==> src/rtl/nibble_serial_adder_ctrl.sv <==
// nibble_serial_adder_ctrl: WIDTH-bit adder built from one shared 4-bit RCA, one nibble per clock, LSB nibble first.
// Optional NSA_SUB_EN adds a sub port for a - b via ~b and carry-in 1.
module four_bit_rca (
  input  logic [3:0] a,
  input  logic [3:0] b,
  input  logic       ci,
  output logic [3:0] s,
  output logic       co
);
  assign {co, s} = {1'b0, a} + {1'b0, b} + {4'b0, ci};
endmodule

module nibble_serial_adder_ctrl #(
  parameter int WIDTH = 16
) (
  input  logic             clk,
  input  logic             rst,
  input  logic             start,
  input  logic [WIDTH-1:0] a,
  input  logic [WIDTH-1:0] b,
  input  logic             cin,
`ifdef NSA_SUB_EN
  input  logic             sub,
`endif
  output logic             busy,
  output logic             done,
  output logic [WIDTH-1:0] sum,
  output logic             cout
);
  localparam int NIB = WIDTH / 4;
  localparam int IW = (NIB > 1) ? $clog2(NIB) : 1;
  typedef enum logic [1:0] {IDLE, RUN, DONE} state_t;
  state_t state, state_nx;
  logic [IW-1:0] idx;
  logic carry, accept, last, rc, c_in;
  logic [WIDTH-1:0] op_a, op_b, b_in;
  logic [3:0] rs;
`ifdef NSA_SUB_EN
  assign b_in = sub ? ~b : b;
  assign c_in = sub | cin;
`else
  assign b_in = b;
  assign c_in = cin;
`endif
  four_bit_rca u_rca (
    .a (op_a[4*idx +: 4]),
    .b (op_b[4*idx +: 4]),
    .ci(carry),
    .s (rs),
    .co(rc)
  );
  assign busy = state == RUN;
  assign done = state == DONE;
  always_comb begin
    accept = start && state != RUN;
    last = idx == IW'(NIB - 1);
    state_nx = state == RUN ? (last ? DONE : RUN) : (accept ? RUN : IDLE);
  end
  always_ff @(posedge clk or posedge rst)
    if (rst) state <= IDLE;
    else state <= state_nx;
  // idx returns to zero explicitly on the last step so NIB need not be a power of two
  always_ff @(posedge clk or posedge rst) begin
    if (rst) begin
      sum <= '0;
      cout <= 1'b0;
      carry <= 1'b0;
      idx <= '0;
      op_a <= '0;
      op_b <= '0;
    end else if (state == RUN) begin
      sum[4*idx +: 4] <= rs;
      carry <= rc;
      idx <= last ? '0 : idx + IW'(1);
      if (last) cout <= rc;
    end else if (accept) begin
      op_a <= a;
      op_b <= b_in;
      carry <= c_in;
      idx <= '0;
    end
  end
endmodule

==> config.mk <==
export PLATFORM = sky130hd
export DESIGN_NAME = nibble_serial_adder_ctrl
export DESIGN_NICKNAME = d
export VERILOG_FILES = /design/src/rtl/nibble_serial_adder_ctrl.sv
export SDC_FILE = /design/constraint.sdc
export NUM_CORES = 1
export LEC_CHECK = 0
export BUFFER_PORTS_ARGS = -buffer_cell sky130_fd_sc_hd__buf_2
export CAP_MARGIN = 20
export CORE_MARGIN = 3
export CORE_UTILIZATION = 55
export CTS_BUF_LIST = sky130_fd_sc_hd__clkbuf_8
export CTS_CLUSTER_SIZE = 8
export DETAILED_ROUTE_END_ITERATION = 12
export PLACE_DENSITY = 0.81
export SYNTH_ARGS = -nofsm -noshare
export SYNTH_HDL_FRONTEND = slang
export SYNTH_HIERARCHICAL = 1
export SYNTH_SLANG_ARGS = --single-unit
==> constraint.sdc <==
create_clock -name clk -period 3.5 [get_ports clk]
set_input_delay 0.175 -clock clk [delete_from_list [all_inputs] [get_ports clk]]
set_output_delay 0.175 -clock clk [all_outputs]
set_load 0.02 [all_outputs]
==> impl_summary.log, run 1 <==
[metrics] critical path cell sequence: mux4_2 > fa_1 > inv_1 > fa_1 > inv_1 > nand2_1 > o21ai_0
[metrics] final number of max-transition violations: 0
[metrics] commonest register cell after synthesis: sky130_fd_sc_hd__dfrtp_1
[metrics] worst IR drop on VDD: 0.000523 V
[metrics] gate count after technology mapping: 184
[metrics] effective utilization at floorplan: 57.7%
[metrics] fraction of power consumed by combinational cells: 51.9%
[metrics] number of library cell types mapped by synthesis: 30
[metrics] final cell count without fillers: 294
[metrics] # rows: 24
[metrics] highest clock rate: 357 MHz
[metrics] met2 routing resource usage after global routing: 27.7%
[metrics] estimated wirelength of the detail-placed design: 3.37 mm
[metrics] fraction of met3 tracks used by global routing: 3.97%
[metrics] biggest area contributors in the synthesized netlist: sky130_fd_sc_hd__dfrtp_1 53%, sky130_fd_sc_hd__mux2_2 15%, sky130_fd_sc_hd__mux4_2 7.1%
[metrics] top cell type by total area after synthesis: sky130_fd_sc_hd__dfrtp_1
[metrics] Max-Slew Margin vs Limit: 50.0%
[metrics] quantity of I/O buffers inserted on ports: 54
[metrics] RSZ-0062 raised after global routing: no
[metrics] critical path peak fanout: 14
[metrics] worst setup slack after layout: 695 ps
[metrics] final total power: 3.14 mW
[metrics] buffers from clock root to sink, at most: 2
[metrics] routability cong.: 0.780
[metrics] fin area: 0.00295 mm²
[metrics] count of filler cells inserted in the layout: 332
[metrics] CTS tree: yes
[metrics] DRT antenna net count: 0
[metrics] worst reg-to-reg setup slack: 700 ps
[metrics] final worst clock skew: 5.81 ps
[metrics] DRT Pass-1 Iters: 4
[metrics] nets in the synthesized netlist: 230
[metrics] Period Utilization, post-route: 80.1%
[metrics] final core utilization: 67.4%
[metrics] final-report hold violation count: 0
[metrics] outcome: finished clean
[metrics] time the worst path needs with I/O delays and setup: 2800 ps
[metrics] Post-Place Worst Slack: 672 ps
[metrics] path type of the worst setup path: reg -> reg
[metrics] worst hold slack: 90.5 ps
[metrics] share of cells above drive strength 1: 45.9%
[metrics] most utilized layer in the global route result: met2
[metrics] share of total power in sequential cells: 35.6%
[metrics] Die Footprint: 0.00545 mm²
[metrics] placed cell areas: 0.00281 mm²
[metrics] Avg Vias per Cell: 5.49
[metrics] sinks on the clock net: 54
[metrics] GRT Util Overall: 18.0%
[metrics] CP endpoint kind: flip-flop
[metrics] H-Tree Level Count: 2
[metrics] count of nets after finishing: 287
[metrics] area of the placeable core: 0.00438 mm²
[metrics] crit-path leading delay family: adder cells
[metrics] sort of element at the start of the critical path: flip-flop
[metrics] number of buffer and inverter stages on the critical path: 2
[metrics] power density cells: 1060 mW/mm²
[metrics] warnings from Yosys: 6
[metrics] width of the die: 73.8 µm
[metrics] post-route setup TNS: 0 ps
[metrics] largest net degree at the start of global routing: 55
[metrics] number of violations of the max-capacitance limit: 0
[metrics] CTS clock-pin slew for the worst setup and hold paths: 90 ps
[metrics] vertical extent of the die: 73.8 µm
[metrics] number of enable flip-flop cells after synthesis: 0
[metrics] Antenna Cells: 0
[metrics] number of global-route vias before repair: 1,586
[metrics] cell at the root of the clock tree: sky130_fd_sc_hd__clkbuf_8
[metrics] first-iteration detailed-routing DRC count: 94
[metrics] WL final: 4.62 mm
[metrics] fraction of synthesis flops using an asynchronous set or reset pin: 100%
[metrics] IO Pins: 55
[metrics] global-route wire length before repair: 7.33 mm
[metrics] number of register bits inferred by synthesis: 54
[metrics] Synth Cell Area: 0.00253 mm²
[metrics] placed cells: 284
[metrics] Avg Synthesized Cell Area: 13.7 µm²
[metrics] static leakage power: 1.41 nW
[metrics] average routed wire per standard cell: 15.7 µm
[metrics] path type of the worst min-delay path: in -> reg
[metrics] Crit path required time: 3720 ps
[metrics] antenna violations before repair: 0
[metrics] setup violators final: 0
[metrics] number of DRC violations after detailed routing: 0
[metrics] pin slew with the least headroom to its limit: 739 ps
[metrics] switching part of the total: 40.6%
[metrics] GR met1 Demand/Resource: 24.7%
[metrics] Max stage delay on crit path: 770 ps
[metrics] relative area change from synthesis to final layout: 16.8%
[metrics] Setup Fix Bufs, Post-CTS: 0
[metrics] data arrival at the endpoint of the critical path: 3030 ps
[metrics] Clock Power Share: 12.6%
[metrics] number of buffers added by the clock tree synthesis step: 5
[metrics] part of the Yosys area used for sequential elements: 53.4%
[metrics] count of vias placed by the detailed router: 1,615
[metrics] total overflow reported by the global router: 0
[metrics] source-to-sink clock delay at the later pin of the worst-skew pair: 310 ps
[metrics] area fraction of the dominant cell type after synthesis: 53.4%
[metrics] switching pwr: 1.28 mW
[metrics] internal cell power: 1.87 mW
[metrics] standard cell with the maximum stage delay on the critical path: sky130_fd_sc_hd__dfrtp_1
[layout make-up]
cell class	instances	area, µm²	area share, %
inverters	10	37.5	1.27
multi-input cells	114	1090	36.9
clock buffers	8	110	3.73
well taps	52	65.1	2.20
repair buffers	56	300	10.2
flip-flops and latches	54	1350	45.7
[cells in the final DEF (no fill, tap or decap), types with 2 or more instances in the layout]
cell type / count
sky130_fd_sc_hd__o2bb2ai_1: 4
sky130_fd_sc_hd__buf_2: 54
sky130_fd_sc_hd__o31ai_1: 2
sky130_fd_sc_hd__dfrtp_1: 54
sky130_fd_sc_hd__fa_1: 2
sky130_fd_sc_hd__mux4_2: 8
sky130_fd_sc_hd__nand3b_1: 2
sky130_fd_sc_hd__ha_1: 8
sky130_fd_sc_hd__inv_1: 9
sky130_fd_sc_hd__o21ai_0: 11
sky130_fd_sc_hd__mux2_2: 33
sky130_fd_sc_hd__nor2b_1: 2
sky130_fd_sc_hd__clkbuf_8: 8
sky130_fd_sc_hd__xnor2_1: 2
sky130_fd_sc_hd__a22o_1: 4
sky130_fd_sc_hd__nand3_1: 5
sky130_fd_sc_hd__nand2_1: 20
[state kept, by name, indices dropped and copies added, names as in the netlist]
register  count
op_a         16
state         2
cout          1
op_b         16
carry         1
sum          16
idx           2
[timing repair]
action	in CTS	in global routing
gates resized for setup	0	0
endpoints found under the hold margin	0	18
hold buffers	0	1
[layer usage]
metal,vias to the layer above,share of wire (%)
li1,769,-
met1,796,45
met2,43,48
met3,7,4.9
met4,0,1.6
met5,-,0
[final timing paths]
| check | startpoint | endpoint | depth (start not counted) |
|---|---|---|---|
| max | idx[0] | sum[5] | 7 |
| min | b[10] | op_b[10] | 2 |
| max reg2reg | idx[0] | sum[5] | 7 |
| min reg2reg | sum[6] | sum[6] | 2 |
| max in group asynchronous | rst | op_a[5] | 4 |
| min in group asynchronous | rst | sum[0] | 3 |
[cells by family after synthesis]
kind of cell | after synthesis | share of synthesized area, %
and+or+nand+nor | 37 | 8.46
buffers and inverters | 16 | 3.46
DFF | 54 | 53.4
adders and majority gates | 10 | 5.54
AOI/OAI and AO/OA | 23 | 6.18
xor gates and xnor gates | 2 | 0.693
muxes | 42 | 22.2
[Yosys cell counts, types with 2 or more instances]
cell type and instances:
sky130_fd_sc_hd__nand2_1 20, sky130_fd_sc_hd__buf_6 3, sky130_fd_sc_hd__xnor2_1 2, sky130_fd_sc_hd__inv_1 10, sky130_fd_sc_hd__o31ai_1 2, sky130_fd_sc_hd__mux4_2 8, sky130_fd_sc_hd__o2bb2ai_1 4, sky130_fd_sc_hd__ha_1 8
sky130_fd_sc_hd__fa_1 2, sky130_fd_sc_hd__o21ai_0 11, sky130_fd_sc_hd__nand3_1 5, sky130_fd_sc_hd__a22o_1 4, sky130_fd_sc_hd__dfrtp_1 54, sky130_fd_sc_hd__nand3b_1 2, sky130_fd_sc_hd__mux2_2 33, sky130_fd_sc_hd__nor2b_1 2
[worst reg2reg max path: stages, from the launching register on]
cell                      delay [ps]
sky130_fd_sc_hd__dfrtp_1         770
sky130_fd_sc_hd__mux4_2          610
sky130_fd_sc_hd__fa_1            460
sky130_fd_sc_hd__inv_1            90
sky130_fd_sc_hd__fa_1            400
sky130_fd_sc_hd__inv_1           140
sky130_fd_sc_hd__nand2_1          70
sky130_fd_sc_hd__o21ai_0         170
[power groups by stage]
stage                     clock [mW]  sequential [mW]  combinational (mW)
after floorplan                    0             1.13                1.23
after global placement             0             1.12                1.59
after detailed placement           0             1.13                1.63
after CTS                      0.405             1.12                1.64
after global routing           0.427             1.15                1.78
final                          0.395             1.12                1.63
Power figures use the tool's default switching activity.
==> run 2, diff against run 1 <==
ABC_AREA = 1   (was unset)
PLACE_DENSITY = 0.8   (was 0.81)
clock period = 2.9 ns   (was 3.5 ns; I/O delays follow)
==> impl_summary.log, run 2 <==
[metrics] outcome: finished clean (unchanged)
[metrics] Max stage delay on crit path: 520 ps (was 770 ps)
[metrics] critical path peak fanout: 25 (was 14)
[metrics] estimated wirelength of the detail-placed design: 4.18 mm (was 3.37 mm)
[metrics] number of enable flip-flop cells after synthesis: 0 (unchanged)
[metrics] number of library cell types mapped by synthesis: 19 (was 30)
[metrics] highest clock rate: 388 MHz (was 357 MHz)
[metrics] commonest non-fill, non-tap cells in the layout: 142 x sky130_fd_sc_hd__nand2_1, 54 x sky130_fd_sc_hd__dfrtp_1, 54 x sky130_fd_sc_hd__buf_2 (was 54 x sky130_fd_sc_hd__dfrtp_1, 54 x sky130_fd_sc_hd__buf_2, 33 x sky130_fd_sc_hd__mux2_2)
[metrics] width of the die: 76.5 µm (was 73.8 µm)
[metrics] critical path cell sequence: inv_2 > nor2_1 > nor2_1 > o21ai_0 > nand2_1 > fa_1 > inv_1 > fa_1 > inv_1 > inv_1 > nor3_2 > nand2_1 > nand2_1 (was mux4_2 > fa_1 > inv_1 > fa_1 > inv_1 > nand2_1 > o21ai_0)
[metrics] top cell type by total area after synthesis: sky130_fd_sc_hd__dfrtp_1 (unchanged)
[metrics] count of filler cells inserted in the layout: 407 (was 332)
[metrics] area of combinational cells with multiple inputs: 0.00118 mm² (was 0.00109 mm²)
[metrics] setup violators final: 0 (unchanged)
[metrics] placed cell areas: 0.00302 mm² (was 0.00281 mm²)
[metrics] DRT Pass-1 Iters: 4 (unchanged)
[metrics] Synth Cell Area: 0.00273 mm² (was 0.00253 mm²)
[metrics] power density cells: 1230 mW/mm² (was 1060 mW/mm²)
[metrics] fin area: 0.00316 mm² (was 0.00295 mm²)
[metrics] final number of max-transition violations: 0 (unchanged)
[metrics] largest registers ranked by flip-flop count: op_a: 16 flops, op_b: 16 flops, sum: 16 flops (unchanged)
[metrics] static leakage power: 1.82 nW (was 1.41 nW)
[metrics] Period Utilization, post-route: 88.9% (was 80.1%)
[metrics] Crit path required time: 3150 ps (was 3720 ps)
[metrics] pin slew with the least headroom to its limit: 642 ps (was 739 ps)
[metrics] count of nets after finishing: 445 (was 287)
[metrics] sort of element at the start of the critical path: flip-flop (unchanged)
[metrics] worst IR drop on VDD: 0.000616 V (was 0.000523 V)
[metrics] number of buffers added by the clock tree synthesis step: 5 (unchanged)
[metrics] standard cell with the maximum stage delay on the critical path: sky130_fd_sc_hd__dfrtp_1 (unchanged)
[metrics] path type of the worst min-delay path: in -> reg (unchanged)
[metrics] buffers from clock root to sink, at most: 2 (unchanged)
[metrics] share of cells above drive strength 1: 18.0% (was 45.9%)
[metrics] number of register bits inferred by synthesis: 54 (unchanged)
[metrics] crit-path leading delay family: adder cells (unchanged)
[metrics] Avg Synthesized Cell Area: 7.83 µm² (was 13.7 µm²)
[metrics] final worst clock skew: 5.31 ps (was 5.81 ps)
[metrics] CTS tree: yes (unchanged)
[metrics] worst reg-to-reg setup slack: 320 ps (was 700 ps)
[metrics] warnings from Yosys: 6 (unchanged)
[metrics] Avg Vias per Cell: 5.05 (was 5.49)
[metrics] vertical extent of the die: 76.5 µm (was 73.8 µm)
[metrics] data arrival at the endpoint of the critical path: 2830 ps (was 3030 ps)
[metrics] cell at the root of the clock tree: sky130_fd_sc_hd__clkbuf_8 (unchanged)
[metrics] # rows: 25 (was 24)
[metrics] Setup Fix Bufs, Post-CTS: 0 (unchanged)
[metrics] Die Footprint: 0.00585 mm² (was 0.00545 mm²)
[metrics] area of the placeable core: 0.00475 mm² (was 0.00438 mm²)
[metrics] relative area change from synthesis to final layout: 15.7% (was 16.8%)
[metrics] sinks on the clock net: 54 (unchanged)
[metrics] antenna violations before repair: 0 (unchanged)
[metrics] post-route setup TNS: 0 ps (unchanged)
[metrics] RSZ-0062 raised after global routing: no (unchanged)
[metrics] final-report hold violation count: 0 (unchanged)
[metrics] metal1 wirelength: 2.68 mm (was 2.10 mm)
[metrics] path type of the worst setup path: reg -> reg (unchanged)
[metrics] uppermost layer routed: met4 (unchanged)
[metrics] fraction of synthesis flops using an asynchronous set or reset pin: 100% (unchanged)
[metrics] IO Pins: 55 (unchanged)
[metrics] gate count after technology mapping: 349 (was 184)
[metrics] largest net degree at the start of global routing: 55 (unchanged)
[metrics] count of vias placed by the detailed router: 2,352 (was 1,615)
[metrics] routability cong.: 0.850 (was 0.780)
[metrics] number of global-route vias before repair: 2,213 (was 1,586)
[metrics] quantity of I/O buffers inserted on ports: 54 (unchanged)
[metrics] CTS clock-pin slew for the worst setup and hold paths: 90 ps (about the same)
[metrics] WL final: 5.72 mm (was 4.62 mm)
[metrics] most instantiated library cell after synthesis: sky130_fd_sc_hd__nand2_1 (was sky130_fd_sc_hd__dfrtp_1)
[metrics] wire length on met2: 2.70 mm (was 2.22 mm)
[metrics] number of DRC violations after detailed routing: 0 (unchanged)
[metrics] most common cell after layout, fill and taps aside: sky130_fd_sc_hd__nand2_1
[metrics] biggest area contributors in the synthesized netlist: sky130_fd_sc_hd__dfrtp_1 49%, sky130_fd_sc_hd__nand2_1 20%, sky130_fd_sc_hd__nand3_1 8.1% (was sky130_fd_sc_hd__dfrtp_1 53%, sky130_fd_sc_hd__mux2_2 15%, sky130_fd_sc_hd__mux4_2 7.1%)
[metrics] CP endpoint kind: flip-flop (unchanged)
[metrics] total overflow reported by the global router: 0 (unchanged)
[metrics] first-iteration detailed-routing DRC count: 120 (was 94)
[metrics] effective utilization at floorplan: 57.5% (was 57.7%)
[metrics] Antenna Cells: 0 (unchanged)
[metrics] nets in the synthesized netlist: 395 (was 230)
[metrics] number of buffer and inverter stages on the critical path: 4 (was 2)
[metrics] commonest register cell after synthesis: sky130_fd_sc_hd__dfrtp_1 (unchanged)
[metrics] number of violations of the max-capacitance limit: 0 (unchanged)
[metrics] average routed wire per standard cell: 12.3 µm (was 15.7 µm)
[metrics] Max-Slew Margin vs Limit: 57.1% (was 50.0%)
[metrics] part of the Yosys area used for sequential elements: 49.5% (was 53.4%)
[metrics] most common library cells after synthesis: 142 x sky130_fd_sc_hd__nand2_1, 54 x sky130_fd_sc_hd__dfrtp_1, 44 x sky130_fd_sc_hd__nand3_1 (was 54 x sky130_fd_sc_hd__dfrtp_1, 33 x sky130_fd_sc_hd__mux2_2, 20 x sky130_fd_sc_hd__nand2_1)
[metrics] DRT antenna net count: 0 (unchanged)
[metrics] time the worst path needs with I/O delays and setup: 2580 ps (was 2800 ps)
[metrics] source-to-sink clock delay at the later pin of the worst-skew pair: 310 ps (about the same)
[metrics] H-Tree Level Count: 2 (unchanged)
[metrics] global-route wire length before repair: 10.2 mm (was 7.33 mm)
[metrics] area fraction of the dominant cell type after synthesis: 49.5% (was 53.4%)
[metrics] area taken by flip-flops and latches: 0.00135 mm² (unchanged)
[metrics] DR WL met3: 222 µm (was 227 µm)
[metrics] GRT Util Overall: 21.1% (was 18.0%)
[run 2: cell families (layout without fill, tap and decap cells)]
family,after synthesis,after routing,share of synthesized area (%)
DFF,54,54,49.5
adders and majority gates,10,10,5.13
xor gates and xnor gates,1,1,0.321
buffers and inverters,45,95,7.42
AOI/OAI and AO/OA,22,22,4.81
and+or+nand+nor,217,217,32.9
[run 2: metal layers]
metal  vias up  track usage (%)
li1       1193                -
met1      1090             29.1
met2        57             33.0
met3        12             4.26
met4         0             7.97
met5         -                0
[run 2: worst reg2reg max path: cells and delay by family, from the launching register on]
kind / cells / cell delay (ps)
simple gates: 6 / 560
fa+ha+maj: 2 / 870
compound gates: 1 / 100
buf+inv: 4 / 460
flops: 1 / 520
[run 2: repair_timing]
item                                    CTS  global route
endpoints found under the setup margin    0             0
hold buffers                              0             1
resized for setup                         0             0
hold endpoints to repair                  0            19
[run 2: cell type report]
| type | count | share of cell area (%) |
|---|---|---|
| clock buffer | 6 | 2.61 |
| clock inverter | 1 | 0.950 |
| inverter | 28 | 3.32 |
| multi-input combinational | 250 | 37.3 |
| sequential | 54 | 42.7 |
| tap | 67 | 2.65 |
| timing repair buffer | 60 | 10.4 |
[run 2: power by group]
group	leakage [nW]	total, mW	switching [mW]	internal [mW]
Clock	0.0573	0.511	0.235	0.276
Combinational	1.08	2.05	1.34	0.715
Sequential	0.693	1.31	0.237	1.07
Total	1.82	3.88	1.81	2.07
[run 2: final timing paths]
path,startpoint,end,cells past startpoint
worst max-delay path,idx[0],sum[5],13
worst min-delay path,b[3],op_b[3],3
worst max register to register,idx[0],sum[5],13
worst min register to register,op_a[2],op_a[2],2
max in group asynchronous,rst,carry,4
min in group asynchronous,rst,sum[11],3
[run 2: metrics by stage]
stage / std cells / hold WS [ps] / setup WS, ps / util, % / power, mW
2_1_floorplan: 349 / 290 / 596 / - / 2.90
5_1_grt: 466 / 61.1 / 68.9 / 66.5 / 4.27
3_3_place_gp: 457 / 374 / 440 / 63.5 / 3.27
3_5_place_dp: 457 / 378 / 317 / 63.5 / 3.36
4_1_cts: 464 / 50.4 / 315 / 65.9 / 3.88
6_report: 466 / 58.4 / 322 / 66.5 / 3.88
==> run 3, diff against run 2 <==
clock period = 3 ns   (was 2.9 ns; I/O delays follow)
==> impl_summary.log, run 3 (synthesis gave the netlist of run 2 again) <==
[metrics] outcome: finished clean (unchanged)
[metrics] buffers from clock root to sink, at most: 2 (unchanged)
[metrics] antenna violations before repair: 0 (unchanged)
[metrics] share of cells above drive strength 1: 18.0% (unchanged)
[metrics] Max stage delay on crit path: 530 ps (was 520 ps)
[metrics] quantity of I/O buffers inserted on ports: 54 (unchanged)
[metrics] width of the die: 76.5 µm (unchanged)
[metrics] path type of the worst setup path: reg -> reg (unchanged)
[metrics] sinks on the clock net: 54 (unchanged)
[metrics] Max-Slew Margin vs Limit: 34.3% (was 57.1%)
[metrics] time the worst path needs with I/O delays and setup: 2520 ps (was 2580 ps)
[metrics] static leakage power: 1.81 nW (was 1.82 nW)
[metrics] count of nets after finishing: 444 (was 445)
[metrics] final total power: 3.62 mW (was 3.88 mW)
[metrics] number of buffer and inverter stages on the critical path: 4 (unchanged)
[metrics] setup violators final: 0 (unchanged)
[metrics] commonest non-fill, non-tap cells in the layout: 142 x sky130_fd_sc_hd__nand2_1, 54 x sky130_fd_sc_hd__dfrtp_1, 54 x sky130_fd_sc_hd__buf_2 (unchanged)
[metrics] area of combinational cells with multiple inputs: 0.00118 mm² (unchanged)
[metrics] global-route wire length before repair: 9.55 mm (was 10.2 mm)
[metrics] Period Utilization, post-route: 83.9% (was 88.9%)
[metrics] source-to-sink clock delay at the later pin of the worst-skew pair: 300 ps (was 310 ps)
[metrics] sort of element at the start of the critical path: flip-flop (unchanged)
[metrics] path type of the worst min-delay path: in -> reg (unchanged)
[metrics] effective utilization at floorplan: 57.5% (unchanged)
[metrics] estimated wirelength of the detail-placed design: 3.89 mm (was 4.18 mm)
[metrics] largest registers ranked by flip-flop count: op_a: 16 flops, op_b: 16 flops, sum: 16 flops (unchanged)
[metrics] IO Pins: 55 (unchanged)
[metrics] DRT antenna net count: 0 (unchanged)
[metrics] post-route setup TNS: 0 ps (unchanged)
[metrics] worst IR drop on VDD: 0.000503 V (was 0.000616 V)
[metrics] count of filler cells inserted in the layout: 445 (was 407)
[metrics] first-iteration detailed-routing DRC count: 120 (unchanged)
[metrics] routability cong.: 0.838 (was 0.850)
[metrics] crit-path leading delay family: adder cells (unchanged)
[metrics] H-Tree Level Count: 2 (unchanged)
[metrics] relative area change from synthesis to final layout: 14.8% (was 15.7%)
[metrics] CP endpoint kind: flip-flop (unchanged)
[metrics] Setup Fix Bufs, Post-CTS: 0 (unchanged)
[metrics] DRT Pass-1 Iters: 5 (was 4)
[metrics] Crit path required time: 3250 ps (was 3150 ps)
[metrics] data arrival at the endpoint of the critical path: 2770 ps (was 2830 ps)
[metrics] power density cells: 1150 mW/mm² (was 1230 mW/mm²)
[metrics] critical path cell sequence: inv_2 > nor2_1 > nor2_1 > o21ai_0 > nand2_1 > fa_1 > inv_1 > fa_1 > inv_1 > inv_1 > nor3_2 > nand2_1 > nand2_1 (unchanged)
[metrics] standard cell with the maximum stage delay on the critical path: sky130_fd_sc_hd__dfrtp_1 (unchanged)
[metrics] average routed wire per standard cell: 11.6 µm (was 12.3 µm)
[metrics] WL final: 5.40 mm (was 5.72 mm)
[metrics] # rows: 25 (unchanged)
[metrics] Antenna Cells: 0 (unchanged)
[metrics] number of violations of the max-capacitance limit: 0 (unchanged)
[metrics] area taken by flip-flops and latches: 0.00135 mm² (unchanged)
[metrics] count of vias placed by the detailed router: 2,285 (was 2,352)
[metrics] final-report hold violation count: 0 (unchanged)
[metrics] cell at the root of the clock tree: sky130_fd_sc_hd__clkbuf_8 (unchanged)
[metrics] number of buffers added by the clock tree synthesis step: 5 (unchanged)
[metrics] number of DRC violations after detailed routing: 0 (unchanged)
[metrics] GRT Util Overall: 20.1% (was 21.1%)
[metrics] total overflow reported by the global router: 0 (unchanged)
[metrics] CTS clock-pin slew for the worst setup and hold paths: 90 ps (about the same)
[metrics] most common cell after layout, fill and taps aside: sky130_fd_sc_hd__nand2_1 (unchanged)
[metrics] area of the placeable core: 0.00475 mm² (unchanged)
[metrics] vertical extent of the die: 76.5 µm (unchanged)
[metrics] Die Footprint: 0.00585 mm² (unchanged)
[metrics] CTS tree: yes (unchanged)
[metrics] number of global-route vias before repair: 2,177 (was 2,213)
[metrics] pin slew with the least headroom to its limit: 983 ps (was 642 ps)
[metrics] critical path peak fanout: 22 (was 25)
[metrics] highest clock rate: 397 MHz (was 388 MHz)
[metrics] largest net degree at the start of global routing: 55 (unchanged)
[metrics] Avg Vias per Cell: 4.90 (was 5.05)
[metrics] RSZ-0062 raised after global routing: no (unchanged)
[metrics] final number of max-transition violations: 0 (unchanged)
[metrics] final worst clock skew: 6.59 ps (was 5.31 ps)
run 3: cell types whose count changed in the layout (fill, tap and decap cells not counted):
cell,before,now
sky130_fd_sc_hd__clkinv_2,0,1
sky130_fd_sc_hd__buf_4,4,3
sky130_fd_sc_hd__bufinv_16,1,0
sky130_fd_sc_hd__clkinvlp_4,0,1
run 3: cell type report:
class | instances | area share (%)
clock buffer | 6 | 2.63
clock inverter | 2 | 0.399
inverter | 28 | 3.35
multi-input combinational | 250 | 37.6
sequential | 54 | 43.1
tap | 67 | 2.67
timing repair buffer | 59 | 10.3
run 3: timing repair:
action                                 in CTS  in global routing
endpoints found under the hold margin       0                 19
setup endpoints to repair                   0                  0
hold buffers                                0                  1
resized for setup                           0                  0
run 3: stage by stage:
step	utilization, %	std cells	worst slack, ps	hold slack, ps	instance area (µm²)
floorplan	-	349	696	295	2730
global placement	63.3	456	550	381	3010
detailed placement	63.3	456	498	382	3010
CTS	65.3	464	474	58.2	3110
global route	66.0	466	192	78.8	3140
finish	66.0	466	483	66.0	3140
run 3: worst paths after layout:
path                       startpoint  depth (start not counted)       to  slack, ps
setup / recovery               idx[0]                         13  sum[13]        480
hold / removal                   b[7]                          3  op_b[7]         70
setup reg to reg               idx[0]                         13  sum[13]        480
hold reg to reg               op_b[3]                          2  op_b[3]        480
max in group asynchronous         rst                          4   idx[0]       2100
min in group asynchronous         rst                          3  sum[11]        390
run 3: routing by layer:
layer / GRT usage (%) / vias up / wire (µm) / part of all wire (%)
met5: 0 / - / 0 / 0
met4: 7.25 / 0 / 116 / 2.1
met3: 3.90 / 13 / 213 / 3.9
met2: 34.2 / 48 / 2530 / 47
met1: 25.4 / 1036 / 2540 / 47
li1: - / 1188 / - / -
run 3: worst register-to-register path, delay by kind of cell, from the launching register on:
family	cells	cell delay [ps]
DFF	1	530
buffers and inverters	4	440
adders and majority gates	2	880
and+or+nand+nor	6	540
AOI/OAI and AO/OA	1	90
run 3: report_power, final:
group	switching (mW)	internal, mW
clock	0.229	0.186
sequential	0.228	1.04
combinational	1.25	0.683
total	1.71	1.91
